## config.mk

```make
export PLATFORM = sky130hd
export DESIGN_NAME = dout_display
export DESIGN_NICKNAME = d
export VERILOG_FILES = /design/src/rtl/dout_display.sv
export SDC_FILE = /design/constraint.sdc
export NUM_CORES = 1
export LEC_CHECK = 0
export ABC_AREA = 1
export CAP_MARGIN = 20
export CORE_MARGIN = 10
export CORE_UTILIZATION = 54
export CTS_CLUSTER_DIAMETER = 120
export DETAILED_ROUTE_END_ITERATION = 7
export HOLD_SLACK_MARGIN = 0.12
export PLACE_DENSITY = 0.76
export SLEW_MARGIN = 20
export SYNTH_ARGS = -nofsm -noshare
export SYNTH_HDL_FRONTEND = slang
export SYNTH_SLANG_ARGS = --single-unit
```

## constraint.sdc

```tcl
create_clock -name clk -period 1.45 [get_ports clk]
set_input_delay 0.2175 -clock clk [delete_from_list [all_inputs] [get_ports clk]]
set_output_delay 0.2175 -clock clk [all_outputs]
set_load 0.01 [all_outputs]
```

## src/rtl/dout_display.sv

```systemverilog
// Drives a 4-digit seven-segment display with the decimal value of the CPU DOUT register.
// The value is converted with a serial double-dabble, then shown as sign, hundreds, tens and ones.
module dout_display #(
    parameter int REFRESH_DIV = 50000
) (
    input  logic       clk,
    input  logic       resetn,
    input  logic       enable,
    input  logic [7:0] dout_value,
    input  logic       signed_mode,
    output logic [6:0] seg,
    output logic [3:0] an,
    output logic       busy
);

    localparam int CNT_W = (REFRESH_DIV > 2) ? $clog2(REFRESH_DIV) : 1;
    localparam logic [6:0] SEG_BLANK = 7'b1111111;
    localparam logic [6:0] SEG_MINUS = 7'b0111111;

    typedef enum logic [1:0] {IDLE, CONVERT, LATCH} state_t;

    state_t           state, state_next;
    logic [7:0]       last_value;
    logic             last_signed;
    logic [19:0]      shift_reg;
    logic [2:0]       bit_cnt;
    logic             neg_work;
    logic [3:0]       disp_hund, disp_tens, disp_ones;
    logic             disp_neg;
    logic [CNT_W-1:0] refresh_cnt;
    logic [1:0]       digit_idx;
    logic             start;
    logic             in_neg;
    logic [7:0]       in_mag;
    logic [6:0]       seg_next;
    logic [3:0]       an_next;

    // One double-dabble step: correct every BCD nibble that would overflow, then shift.
    function automatic logic [19:0] dd_step(input logic [19:0] r);
        logic [19:0] t;
        t = r;
        for (int n = 0; n < 3; n++) begin
            if (t[8 + 4*n +: 4] >= 4'd5)
                t[8 + 4*n +: 4] = t[8 + 4*n +: 4] + 4'd3;
        end
        return {t[18:0], 1'b0};
    endfunction

    function automatic logic [6:0] seg_enc(input logic [3:0] d);
        case (d)
            4'd0:    return 7'b1000000;
            4'd1:    return 7'b1111001;
            4'd2:    return 7'b0100100;
            4'd3:    return 7'b0110000;
            4'd4:    return 7'b0011001;
            4'd5:    return 7'b0010010;
            4'd6:    return 7'b0000010;
            4'd7:    return 7'b1111000;
            4'd8:    return 7'b0000000;
            4'd9:    return 7'b0010000;
            default: return SEG_BLANK;
        endcase
    endfunction

    assign start  = (state == IDLE) && enable &&
                    ({dout_value, signed_mode} != {last_value, last_signed});
    assign in_neg = signed_mode & dout_value[7];
    // 8-bit negation is enough: -128 wraps to 0x80, which read unsigned is 128.
    assign in_mag = in_neg ? (~dout_value + 8'd1) : dout_value;
    assign busy   = (state != IDLE);

    // NOTE: sequential state uses non-blocking assignments so every register samples pre-edge values.
    always_ff @(posedge clk or negedge resetn) begin
        if (!resetn) state <= IDLE;
        else         state <= state_next;
    end

    // NOTE: next-state gets a default first so no path leaves it unassigned (no latch).
    always_comb begin
        state_next = state;
        case (state)
            IDLE:    if (start) state_next = CONVERT;
            CONVERT: if (bit_cnt == 3'd7) state_next = LATCH;
            LATCH:   state_next = IDLE;
            default: state_next = IDLE;
        endcase
    end

    always_ff @(posedge clk or negedge resetn) begin
        if (!resetn) begin
            last_value  <= 8'h00;
            last_signed <= 1'b0;
            shift_reg   <= '0;
            bit_cnt     <= '0;
            neg_work    <= 1'b0;
            disp_hund   <= '0;
            disp_tens   <= '0;
            disp_ones   <= '0;
            disp_neg    <= 1'b0;
        end else begin
            case (state)
                IDLE: if (start) begin
                    last_value  <= dout_value;
                    last_signed <= signed_mode;
                    shift_reg   <= {12'd0, in_mag};
                    neg_work    <= in_neg;
                    bit_cnt     <= '0;
                end
                CONVERT: begin
                    shift_reg <= dd_step(shift_reg);
                    bit_cnt   <= bit_cnt + 3'd1;
                end
                LATCH: begin
                    disp_hund <= shift_reg[19:16];
                    disp_tens <= shift_reg[15:12];
                    disp_ones <= shift_reg[11:8];
                    disp_neg  <= neg_work;
                end
                default: ;
            endcase
        end
    end

    // Digit 0 is the ones place (an[0]); digit 3 is the sign.
    always_comb begin
        seg_next = SEG_BLANK;
        an_next  = ~(4'b0001 << digit_idx);
        case (digit_idx)
            2'd0: seg_next = seg_enc(disp_ones);
            2'd1: seg_next = (disp_hund == 4'd0 && disp_tens == 4'd0) ? SEG_BLANK : seg_enc(disp_tens);
            2'd2: seg_next = (disp_hund == 4'd0) ? SEG_BLANK : seg_enc(disp_hund);
            2'd3: seg_next = disp_neg ? SEG_MINUS : SEG_BLANK;
            default: seg_next = SEG_BLANK;
        endcase
    end

    // an and seg come from the same register stage so a digit never shows another's pattern.
    always_ff @(posedge clk or negedge resetn) begin
        if (!resetn) begin
            refresh_cnt <= '0;
            digit_idx   <= 2'd0;
            an          <= 4'b1110;
            seg         <= 7'b1000000;
        end else begin
            if (refresh_cnt == CNT_W'(REFRESH_DIV - 1)) begin
                refresh_cnt <= '0;
                digit_idx   <= digit_idx + 2'd1;
            end else begin
                refresh_cnt <= refresh_cnt + CNT_W'(1);
            end
            an  <= an_next;
            seg <= seg_next;
        end
    end

endmodule
```

==> flow_summary.json <==
{
  "cpMostUsedCell": "nor2_1",
  "fill_cells": 576,
  "final_cell_mix": "nand2_1, dfrtp_1, inv_1, nor2_1, buf_4",
  "ioPinCount": 24,
  "grtUsageMet2_pct": 26.7,
  "syn-cell-area_sq_mm": 0.00440,
  "place.gp.congestion": 0.931,
  "start_util_pct": 56.1,
  "p_per_area_mw_per_mm2": 1770,
  "die_w_microns": 110,
  "syn_nets": 603,
  "path_clk_slew_ns": 0.08,
  "route.detailed.drc": 0,
  "fmax_mhz": 686,
  "clk_path_buf_depth": 2,
  "track_usage_pct": 16.2,
  "hold_viol": 0,
  "crit_arrival_ns": 1.69,
  "cts_buffers": 9,
  "overflow": 0,
  "drtIter0Drc": 339,
  "crit_buf_inv": 1,
  "vias_per_cell": 5.29,
  "final_nets": 680,
  "layout_commonest_cell": "nand2_1",
  "cp.required_ns": 1.69,
  "status": "complete, but fails checks",
  "antenna_found_initial": 0,
  "async_flop_share_pct": 100,
  "clkSinkCount": 77,
  "ir_worst_vdd_mv": 1.56,
  "grt_pass1_wl_mm": 16.2,
  "netlist_instances": 561,
  "yosys_warnings": 0,
  "syn_to_final_growth_pct": 28.6,
  "drive_gt1_share_pct": 24.0,
  "grtUsageMet1_pct": 20.6,
  "crit_path_cell_trace": "buf_4, ha_1, o21ai_2, nor2_1, o21ai_1, nand2_1, a21oi_1, nor2_1",
  "htreeDepth": 3,
  "rsz0062_at_grt": "yes",
  "grt_pass1_vias": 3663,
  "drv_cap": 0,
  "tritoncts": "done",
  "crit_fanout": 4,
  "hold_slack_ns": 0.293,
  "cp_top_family": "flip-flops",
  "die_h_microns": 110,
  "worst_setup_path_end_kind": "register",
  "port_buffers": 23,
  "fin_util_pct": 72.2,
  "violations": "negative setup slack",
  "slowest_delay_ns": 0.43,
  "grt_max_degree": 42,
  "slowest_stage": "dfrtp_1",
  "fin_crit_sh_pct": 101,
  "die-area_sq_mm": 0.0122,
  "critPathKind": "register to register",
  "fp.coreArea_sq_mm": 0.00785,
  "n_antenna_cell": 0,
  "vias": 3939,
  "worst_slew_pin_slew_ns": 0.351,
  "ys.flop_type": "dfrtp_1",
  "p_leak_nw": 2.88,
  "worstSetupStartpointType": "register",
  "finalMaxSlewViolations": 0,
  "met3_usage_pct": 2.96,
  "fin_ws_ns": -0.00787,
  "routed_wl_mm": 10.5,
  "period_minus_slack_ns": 1.46,
  "syn_avg_cell_area_sq_um": 7.85,
  "synth_cell_types": 30,
  "largest_reg_flops": 20,
  "finalSetupViolations": 2,
  "ys_seq_area_share_pct": 43.9,
  "clk-insertion-delay-late_ns": 0.35,
  "slew_headroom_pct": 76.6,
  "grt.busiest_layer": "met2",
  "placed_cell_area_sq_mm": 0.00502,
  "wl_per_cell_microns": 14.1,
  "skew_ns": 0.0110,
  "synth_edf_count": 0,
  "firstDrtPassIters": 5,
  "final_area_sq_mm": 0.00566,
  "cts_root_buf": "clkbuf_8",
  "worstHoldPathType": "input port to async pin",
  "antenna_left": 0,
  "hpwlAfterDp_mm": 7.01,
  "synth_seq_cells": 77,
  "rows": 32
}
## power by group
part | switching (mW) | internal (mW) | leakage [nW]
clock network | 0.829 | 0.797 | 0.100
registers | 0.663 | 2.88 | 0.962
logic | 2.82 | 2.01 | 1.82
## synthesized netlist by cell type (3+ instances only)
cell	n	share of area [%]
o21ai_1	7	0.80
buf_6	4	1.0
nor2_1	60	5.1
clkbuf_1	5	0.43
xnor2_1	10	2.0
inv_1	67	5.7
o211ai_1	3	0.51
nand2_1	136	12
xor2_1	10	2.0
a21oi_1	24	2.7
nor3_1	5	0.57
dfstp_2	4	2.4
o21ai_0	49	5.6
nand3_1	46	5.2
ha_1	30	8.5
dfrtp_1	73	41
nand4_1	8	1.1
## final cells by class
class | count | area [sq um] | share of cell area (%)
inverters | 69 | 272 | 4.79
clock inverters | 6 | 62.6 | 1.10
multi-input cells | 404 | 2390 | 42.2
well taps | 102 | 128 | 2.25
clock buffers | 10 | 128 | 2.25
repair buffers | 77 | 746 | 13.2
flip-flops and latches | 77 | 1940 | 34.2
## stage by stage
step	total power, mW	setup slack (ns)	setup TNS (ns)	cells
2_1_floorplan	6.22	0.106	0	561
3_3_place_gp	7.24	-0.215	-6.51	715
3_5_place_dp	7.47	-0.249	-7.16	715
4_1_cts	9.15	0.00924	0	733
5_1_grt	10.8	-0.0992	-0.622	745
6_report	10.0	-0.00787	-0.0121	745
## timing repair
| item | CTS | global route |
|---|---|---|
| hold endpoints to repair | 77 | 0 |
| pin swaps | 0 | 14 |
| endpoints found under the setup margin | 16 | 51 |
| resized for setup | 22 | 90 |
| buffers inserted | 1 | 8 |
| gates cloned | 0 | 4 |
| hold buffers | 1 | 0 |
## per-layer routing
metal,vias to the layer above,share of wire (%),wire (microns)
met5,-,0,0
met4,0,1.3,142
met3,17,4.2,446
met2,101,51,5350
met1,1867,44,4610
li1,1954,-,-
## cells by family after synthesis
group,Yosys count,share of synthesized area (%)
buffers and inverters,81,7.73
XOR/XNOR,20,3.98
AND/OR/NAND/NOR,267,25.7
multiplexers,1,0.256
flip-flops,77,43.9
adder cells (fa/ha/maj),30,8.53
AO/OA/AOI/OAI,85,9.89
## worst paths after layout
path | depth (start not counted) | endpoint | from | slack (ns)
worst min-delay path | 2 | seg[5] | resetn | 0.29
worst max register to register | 8 | seg[0] | disp_hund[0] | -0.008
worst max-delay path | 8 | seg[0] | disp_hund[0] | -0.008
min in group clk | 2 | last_value[7] | last_value[7] | 0.50
worst min register to register | 2 | last_value[7] | last_value[7] | 0.50
max in group asynchronous | 3 | shift_reg[12] | resetn | 0.63
Note: power is estimated with default switching activity, not from simulation.
